### src/rtl/aes128_iter_ctrl.sv
// Iterative AES-128 encryption sequencer: loads a plaintext/key pair, steps an
// external round / key-expansion datapath through NR rounds, then holds the ciphertext.
module aes128_iter_ctrl #(
  parameter int unsigned NR  = 10,
  parameter int unsigned RCW = 4
) (
  input  logic           clk,
  input  logic           rst,
  input  logic           in_valid,
  output logic           in_ready,
  input  logic [127:0]   in_pt,
  input  logic [127:0]   in_key,
  output logic           out_valid,
  input  logic           out_ready,
  output logic [127:0]   out_ct,
  output logic           busy,
  output logic [RCW-1:0] rc_o,
  output logic [127:0]   data_o,
  output logic [127:0]   key_o,
  input  logic [127:0]   keyout_i,
  input  logic [127:0]   rndout_i,
  input  logic [127:0]   lastout_i
);

  localparam int unsigned BW = 128;

  typedef enum logic [1:0] {
    IDLE  = 2'd0,
    ROUND = 2'd1,
    DONE  = 2'd2
  } state_e;

  state_e         state_q, state_d;
  logic [BW-1:0]  st_q, st_d;
  logic [BW-1:0]  key_q, key_d;
  logic [RCW-1:0] rc_q, rc_d;
  logic           load;

  // State and datapath registers
  always_ff @(posedge clk) begin
    if (rst) begin
      state_q <= IDLE;
      st_q    <= '0;
      key_q   <= '0;
      rc_q    <= '0;
    end else begin
      state_q <= state_d;
      st_q    <= st_d;
      key_q   <= key_d;
      rc_q    <= rc_d;
    end
  end

  // A new pair is taken in IDLE, or in DONE on the same edge the ciphertext leaves
  assign load = in_valid && in_ready;

  // Next-state and register update logic
  always_comb begin
    state_d = state_q;
    st_d    = st_q;
    key_d   = key_q;
    rc_d    = rc_q;
    case (state_q)
      IDLE: begin
        if (load) begin
          st_d    = in_pt ^ in_key;
          key_d   = in_key;
          rc_d    = RCW'(1);
          state_d = ROUND;
        end
      end
      ROUND: begin
        key_d = keyout_i;
        if (rc_q >= RCW'(NR)) begin
          st_d    = lastout_i;
          rc_d    = '0;
          state_d = DONE;
        end else begin
          st_d = rndout_i;
          rc_d = rc_q + RCW'(1);
        end
      end
      DONE: begin
        if (out_ready) begin
          if (load) begin
            st_d    = in_pt ^ in_key;
            key_d   = in_key;
            rc_d    = RCW'(1);
            state_d = ROUND;
          end else begin
            state_d = IDLE;
          end
        end
      end
      default: begin
        rc_d    = '0;
        state_d = IDLE;
      end
    endcase
  end

  // Outputs decoded from the registered state
  always_comb begin
    in_ready  = 1'b0;
    out_valid = 1'b0;
    busy      = 1'b0;
    case (state_q)
      IDLE:    in_ready  = 1'b1;
      ROUND:   busy      = 1'b1;
      DONE: begin
        out_valid = 1'b1;
        in_ready  = out_ready;
      end
      default: in_ready  = 1'b0;
    endcase
    out_ct = st_q;
    data_o = st_q;
    key_o  = key_q;
    rc_o   = rc_q;
  end

endmodule

### config.mk
export PLATFORM = sky130hd
export DESIGN_NAME = aes128_iter_ctrl
export DESIGN_NICKNAME = d
export VERILOG_FILES = /design/src/rtl/aes128_iter_ctrl.sv
export SDC_FILE = /design/constraint.sdc
export NUM_CORES = 1
export LEC_CHECK = 0
export BUFFER_PORTS_ARGS = -buffer_cell sky130_fd_sc_hd__buf_2
export CAP_MARGIN = 20
export CORE_AREA = 5 5 402 404
export CTS_CLUSTER_SIZE = 16
export DETAILED_ROUTE_END_ITERATION = 10
export DIE_AREA = 0 0 407 409
export PLACE_DENSITY_LB_ADDON = 0.12
export SYNTH_ARGS = -nofsm -noshare
export SYNTH_HDL_FRONTEND = slang
export SYNTH_SLANG_ARGS = --single-unit
### constraint.sdc
create_clock -name clk -period 2.6 [get_ports clk]
set_clock_uncertainty 0.2 [all_clocks]
set_input_delay 0.78 -clock clk [delete_from_list [all_inputs] [get_ports clk]]
set_output_delay 0.78 -clock clk [all_outputs]
set_load 0.05 [all_outputs]
==> results of run 1 <==
## cells by family after synthesis
group	Yosys count
xor+xnor	128
simple gates	658
compound gates	398
fa+ha+maj	2
flops	262
buf+inv	274
## flip-flops by register name (all words and copies together) (netlist names)
register	flops
key_o	128
state_q	2
rc_o	4
data_o	128
## cell usage in the layout, fill, tap and decap left out, types with 2 or more instances in the layout
master,Yosys,final
buf_2,80,1030
nand2_1,513,513
dfxtp_1,262,260
a21oi_1,135,135
nor2_1,134,132
a311oi_1,128,128
xor2_1,128,128
a221o_1,128,128
buf_4,143,53
clkbuf_16,0,45
buf_12,0,29
diode_2,0,14
clkinv_2,0,12
clkbuf_1,35,10
nand2b_4,1,3
bufinv_16,0,3
clkbuf_8,0,3
inv_6,0,2
inv_1,2,2
nor2_4,0,2
nor3_1,2,2
ha_1,2,2
dfxtp_2,0,2
## power by group through the flow
stage / clock (mW) / sequential [mW] / combinational, mW
finish: 5.87 / 4.79 / 5.15
global route: 6.32 / 4.85 / 5.46
CTS: 6.21 / 4.80 / 5.27
detailed placement: 0 / 4.88 / 5.26
global placement: 0 / 4.89 / 5.28
floorplan: 0 / 6.17 / 2.03
## final timing paths
path / start / end / cells after the start
min: keyout_i[28] / key_o[28] / 3
max: data_o[93] / data_o[93] / 1
min reg2reg: key_o[41] / key_o[41] / 2
max reg2reg: rc_o[0] / data_o[62] / 7
## layout make-up
| type | instances | share of cell area, % |
|---|---|---|
| clock inverters | 16 | 0.7146 |
| inverters | 3 | 0.07314 |
| clock buffers | 58 | 5.418 |
| diodes | 14 | 0.1575 |
| multi-input cells | 1186 | 30.75 |
| repair buffers | 1113 | 27.63 |
| flip-flops and latches | 262 | 23.60 |
| well taps | 2072 | 11.66 |
## metal layers
layer / GRT usage, % / vias to the layer above
li1: - / 7684
met1: 15.35 / 7619
met5: 0 / -
met4: 3.566 / 22
met2: 21.43 / 731
met3: 4.002 / 129
## through the flow
stage          util (%)  std cells
3_3_place_gp      13.23       4636
5_1_grt           14.11       4719
3_5_place_dp      13.23       4636
6_report          14.12       4724
2_1_floorplan         -       1722
4_1_cts           14.10       4710
## repair_timing
item | in CTS | in global routing
hold endpoints to repair | 0 | 0
setup endpoints to repair | 3 | 0
gates resized for setup | 4 | 0
==> reports/qor.yml, run 1 <==
grt_usage_pct: 12.65
synth_seq_cells: 262
rows: 146
seq_area_frac_synth_pct: 38.02
die_w_um: 407
switching_power_mw: 6.519
reg2reg_slack_ps: 320
met2_length_mm: 53.10
cts_setup_buffers: 0
tns_ps: 0
final_nets: 3254
finalPower_mw: 15.82
routed_wl_mm: 111.7
cts_tree: "yes"
numCtsBuffers: 42
slew_viol_final: 0
antenna_left: 0
power_frac_clock_pct: 37.1
syn_nets: 2368
crit_family: "flip-flops"
synth_edf_count: 0
grt.overflow.total: 0
routed-via-count: 16185
grt_pass1_vias: 17181
drv_cap: 0
ys_types: 31
fin_area_um2: 22240
synth_compound_area_share_pct: 22.88
path_clk_slew_ps: 50
place_congestion: 0.7914
path_buf_inv: 1
combPwrFrac_pct: 32.6
rsz0062_at_grt: "no"
port_buffers: 1034
core-area_um2: 157500
finalCritPeriodShare_pct: 95.95
endpoint_kind: "primary output"
synth_top_family_by_area: "compound AO/OA/AOI/OAI gates"
cts_sinks: 262
synth_simple_gate_area_share_pct: 18.18
grt_pass1_wl_mm: 147.1
initial_utilization_pct: 8.760
vias_per_cell: 3.426
muxShareOfSynthArea_pct: 0
antenna_found_initial: 42
areaGrowthSynthToFinish_pct: 61.21
crit_path_start_kind: "flop"
syn_area_um2: 13790
cp_data_required_time_ps: 1620
synth_fa_ha_area_share_pct: 0.1814
grt_max_degree: 76
cpPeakStageDelay_ps: 560
placed_cell_area_um2: 20830
yosys_warnings: 0
syn_area_per_cell_um2: 8.011
holdWs_ps: 250.7
drive_above_1_share_pct: 45.03
cellLeakagePower_nw: 10.67
yosysMostFrequentCell: "nand2_1"
min_period_ps: 2495
setup_viol: 0
min_path_type: "in -> reg"
route.met3.wl_mm: 9.092
dr.first_iter.drc_count: 764
synthTopCellsByCount: "513 x nand2_1, 262 x dfxtp_1, 143 x buf_4"
synth_xor_area_share_pct: 8.127
hold_viol_final: 0
holdBufCountCts: 0
path_cells: "buf_2"
ff_latch_area_um2: 5248
ir_drop_mv: 0.3461
dieArea_um2: 166500
synthFlopType: "dfxtp_1"
clock_path_buffers: 3
sw_frac_of_total_pct: 41.21
seqPwrFrac_pct: 30.3
h-tree-depth: 2
async_flop_share_pct: 0
synth_cells: 1722
dp_hpwl_mm: 91.90
slew_headroom_pct: 52.07
critPathMaxFanout: 3
root_buffer: "clkbuf_16"
tightest_slew_ps: 716.5
drt_first_pass_iters: 5
path_class: "reg -> out"
drc: 0
pre_cts_ws_ps: 55.94
num_io_pins: 1035
timing.final.ws_setup_ps: 105.3
top_layer: "met5"
synth.largest_area_cell: "dfxtp_1"
p_int_mw: 9.299
synth_area_leaders: "dfxtp_1 38%, nand2_1 14%, a221o_1 9.3%"
wl_per_cell_um: 23.64
timing.fmax_ghz: 0.4008
wl_met1_mm: 46.47
fillCellCount: 18349
worstSkewPairLatency_ps: 590
outcome: "finished, final reports clean"
die_h_um: 409
slowest_stage: "dfxtp_1"
critPathArrivalTime_ps: 1510
synth_top_area_share_pct: 38.02
multi_input_area_um2: 6838
p_per_area_nw_per_um2: 711.3
Power figures use the tool's default switching activity.
==> run 2, diff against run 1 <==
- GPL_TIMING_DRIVEN: not set -> 0
==> reports/qor.yml, run 2 (same netlist as run 1, synthesis figures left out) <==
outcome: "finished, final reports clean"
drc: 0
root_buffer: "clkbuf_16"
initial_utilization_pct: 8.760
grt.overflow.total: 0
grt_pass1_vias: 18232
ir_drop_mv: 0.3133
areaGrowthSynthToFinish_pct: 68.56
timing.final.ws_setup_ps: 60.59
path_class: "reg -> out"
cp_data_required_time_ps: 1620
wl_per_cell_um: 26.45
crit_path_start_kind: "flop"
die_w_um: 407
core-area_um2: 157500
cp-startpoint: "data_o[69]"
hold_viol_final: 0
dp_hpwl_mm: 109.3
routed-via-count: 17359
min_period_ps: 2539
antenna_left: 0
p_per_area_nw_per_um2: 702.8
rr_startpoint: "rc_o[0]"
crit_end: "out_ct[69]"
path_buf_inv: 2
endpoint_kind: "primary output"
finalCritPeriodShare_pct: 97.67
crit_family: "flip-flops"
pre_cts_ws_ps: -1214
cp.depth: 2
slew_headroom_pct: 37.33
cpPeakStageDelay_ps: 540
critPathMaxFanout: 3
r2r_end: "data_o[88]"
tightest_slew_ps: 940.1
slew_viol_final: 0
timing.fmax_ghz: 0.3938
drv_cap: 0
setup_viol: 0
routed_wl_mm: 130.5
grt_max_degree: 12
path_cells: "buf_4, buf_2"
grt_pass1_wl_mm: 168.5
final_nets: 3451
dr.first_iter.drc_count: 890
path_clk_slew_ps: 60
antenna_found_initial: 64
grt_usage_pct: 14.87
cts_tree: "yes"
ff2ff_path_depth: 8
final_common_cell: "buf_2"
clock_path_buffers: 3
h-tree-depth: 2
port_buffers: 1034
critPathArrivalTime_ps: 1560
worstSkewPairLatency_ps: 600
slowest_stage: "dfxtp_1"
die_h_um: 409
rsz0062_at_grt: "no"
vias_per_cell: 3.518
cellLeakagePower_nw: 11.39
place_congestion: 0.8086
num_io_pins: 1035
drt_first_pass_iters: 5
dieArea_um2: 166500
drive_above_1_share_pct: 48.18
tns_ps: 0
cts_sinks: 262
final_cell_mix: "1102 x buf_2, 513 x nand2_1, 257 x dfxtp_1, 157 x buf_4, 134 x nor2_1"
rows: 146
reg2reg_slack_ps: 160
min_path_type: "in -> reg"
numCtsBuffers: 42
==> run 2: changes by cell type in the layout (fill, tap and decap cells not counted), moves of 4 or more <==
cell | previous run | this run
buf_8 | 0 | 4
a21oi_1 | 135 | 125
buf_6 | 1 | 9
buf_12 | 29 | 2
diode_2 | 14 | 25
a21oi_2 | 0 | 9
clkbuf_8 | 3 | 12
buf_2 | 1030 | 1102
buf_4 | 53 | 157
clkbuf_1 | 10 | 37
clkinv_2 | 12 | 5
==> run 2: final cells by class <==
cell class	instances	area, µm²
plain buffers	266	1750
clock inverters	11	133.9
well taps	2072	2592
diodes	25	62.56
repair buffers	1044	5295
inverters	3	23.77
multi-input cells	1186	6862
clock buffers	65	1279
fillers	18443	134200
flip-flops and latches	262	5254
==> run 2: worst min path at each step <==
| stage | to | cells past startpoint | from |
|---|---|---|---|
| 2_1_floorplan | rc_o[0] | 2 | state_q[0] |
| 3_3_place_gp | key_o[18] | 2 | key_o[18] |
| 3_5_place_dp | key_o[113] | 2 | key_o[113] |
| 4_1_cts | key_o[40] | 3 | keyout_i[40] |
| 5_1_grt | key_o[22] | 3 | keyout_i[22] |
| 6_report | key_o[37] | 3 | keyout_i[37] |
==> run 2: layer usage <==
metal	up-vias	global-route usage, %	share of wire [%]
met5	-	0	0.16
met4	36	2.791	1.8
met3	136	4.224	7.9
met2	808	26.07	49
met1	8268	18.15	41
li1	8111	-	-
==> run 2: worst register-to-register path, cell delays in order, from the launching register on <==
cell     delay (ps)
dfxtp_2         390
inv_1            60
ha_1            240
o31ai_4         310
buf_8           280
buf_2           310
nand2_1         200
a21oi_1         250
a221o_1         130
==> run 2: report_power, final <==
part	total (mW)	switching, mW	internal [mW]
Sequential	4.80	0.370	4.43
Combinational	5.56	4.04	1.52
Clock	5.98	2.40	3.58
Total	16.3	6.81	9.53
==> run 2: timing repair <==
item | CTS | global route
buffers inserted | 7 | 0
resized for setup | 46 | 8
hold buffers | 0 | 0
pin swaps | 1 | 0
setup endpoints to repair | 212 | 48
==> run 2: metrics by stage <==
step                area, µm²  total power, mW  instances  hold WS, ps  utilization (%)
finish                  23250            16.34       4934        236.5            14.77
global route            23210            17.14       4919        190.7            14.74
CTS                     23210            16.80       4912        158.2            14.74
detailed placement      21610            10.55       4831        286.9            13.72
global placement        21560            10.58       4828        285.0            13.69
floorplan               13790            8.197       1722        394.3                -
==> run 3, diff against run 2 <==
- MAX_ROUTING_LAYER: not set -> met4
==> reports/qor.yml, run 3 (same netlist as run 1, synthesis figures left out) <==
hold_depth: 3
critPathArrivalTime_ps: 1530
min-delay-start: "keyout_i[37]"
crit_family: "flip-flops"
placed_cell_area_um2: 21610
grt_usage_pct: 15.30
drt_first_pass_iters: 5
dieArea_um2: 166500
routed_wl_mm: 130.4
path_cells: "buf_4, buf_2"
path_clk_slew_ps: 60
p_per_area_nw_per_um2: 702.9
cellLeakagePower_nw: 11.39
path_buf_inv: 2
drc: 0
crit_path_start_kind: "flop"
slowest_stage: "dfxtp_1"
slew_viol_final: 0
numPlacedInstances: 4831
rows: 146
timing.fmax_ghz: 0.3986
grt_pass1_wl_mm: 168.2
min_period_ps: 2509
min_path_type: "in -> reg"
h-tree-depth: 2
dr.first_iter.drc_count: 902
tightest_slew_ps: 931.1
drive_above_1_share_pct: 48.18
slew_headroom_pct: 37.93
num_io_pins: 1035
path_class: "reg -> out"
critPathMaxFanout: 3
routed-via-count: 17338
cts_tree: "yes"
grt_max_degree: 12
fin_area_um2: 23290
root_buffer: "clkbuf_16"
die_h_um: 409
antenna_found_initial: 60
core-area_um2: 157500
vias_per_cell: 3.503
port_buffers: 1034
finalPower_mw: 16.37
drv_cap: 0
ir_drop_mv: 0.3153
cp_data_required_time_ps: 1620
hold_viol_final: 0
cts_sinks: 262
rr_startpoint: "rc_o[1]"
utilization_pct: 14.79
numCtsBuffers: 42
final_nets: 3451
dp_hpwl_mm: 109.3
final_common_cell: "buf_2"
outcome: "finished, final reports clean"
r2r_end: "data_o[19]"
fillCellCount: 18442
areaGrowthSynthToFinish_pct: 68.83
clock_path_buffers: 3
grt_pass1_vias: 18284
wl_per_cell_um: 26.34
grt.overflow.total: 0
reg2reg_slack_ps: 160
layoutNonFillerInstCount: 4949
whs_endpoint: "key_o[37]"
initial_utilization_pct: 8.760
endpoint_kind: "primary output"
holdBufCountCts: 0
final_cell_mix: "1102 x buf_2, 513 x nand2_1, 257 x dfxtp_1, 157 x buf_4, 134 x nor2_1"
finalCritPeriodShare_pct: 96.48
cpPeakStageDelay_ps: 520
worstSkewPairLatency_ps: 600
place_congestion: 0.8212
die_w_um: 407
antenna_left: 0
ff2ff_path_depth: 7
setup_viol: 0
## run 3: changes by cell type in the layout (fill, tap and decap cells not counted)
cell,change
diode_2,+15
## run 3: worst max path at each step
stage	startpoint	end	slack [ps]	cells past startpoint
CTS	state_q[1]	busy	-100	5
global placement	rst	data_o[27]	-1850	6
floorplan	out_ready	in_ready	20	2
global route	state_q[0]	key_o[92]	-4	6
finish	data_o[69]	out_ct[69]	90	2
detailed placement	rst	data_o[36]	-1210	6
## run 3: layout make-up
| type | instances | area [µm²] | area share [%] |
|---|---|---|---|
| buffer | 266 | 1750 | 7.516 |
| sequential | 262 | 5254 | 22.56 |
| inverter | 3 | 23.77 | 0.1021 |
| antenna | 40 | 100.1 | 0.4298 |
| timing repair buffer | 1044 | 5295 | 22.74 |
| tap | 2072 | 2592 | 11.13 |
| clock inverter | 11 | 133.9 | 0.5748 |
| clock buffer | 65 | 1279 | 5.491 |
| multi-input combinational | 1186 | 6862 | 29.46 |
## run 3: routing by layer
layer,wire (µm),vias to the layer above,GRT usage [%]
met3,9404,117,3.849
met5,0,-,-
met4,2303,0,2.797
li1,-,8133,-
met1,55290,8309,18.42
met2,63360,779,26.02
## run 3: timing repair
item,in CTS,in global routing
endpoints found under the setup margin,212,49
pin swaps,1,0
gates resized for setup,46,8
buffers inserted,7,0
## run 3: power breakdown
group | internal [mW] | switching, mW
combinational | 1.52 | 4.04
sequential | 4.43 | 0.371
clock | 3.58 | 2.43
## run 3: worst reg2reg max path: stages (launching register included)
cell and delay, ps:
dfxtp_2 410, ha_1 250, o31a_1 260, buf_2 230, clkbuf_1 600, nand2_1 130
a21oi_1 180, a221o_1 130
## run 3: stage by stage
stage               hold WS [ps]  setup slack [ps]  TNS (ps)
floorplan                  394.3             24.83         0
global placement           285.0             -1853   -276570
detailed placement         286.9             -1214   -188740
CTS                        158.2            -97.13    -110.7
global route               191.8            -3.787    -3.787
finish                     231.5             91.46         0
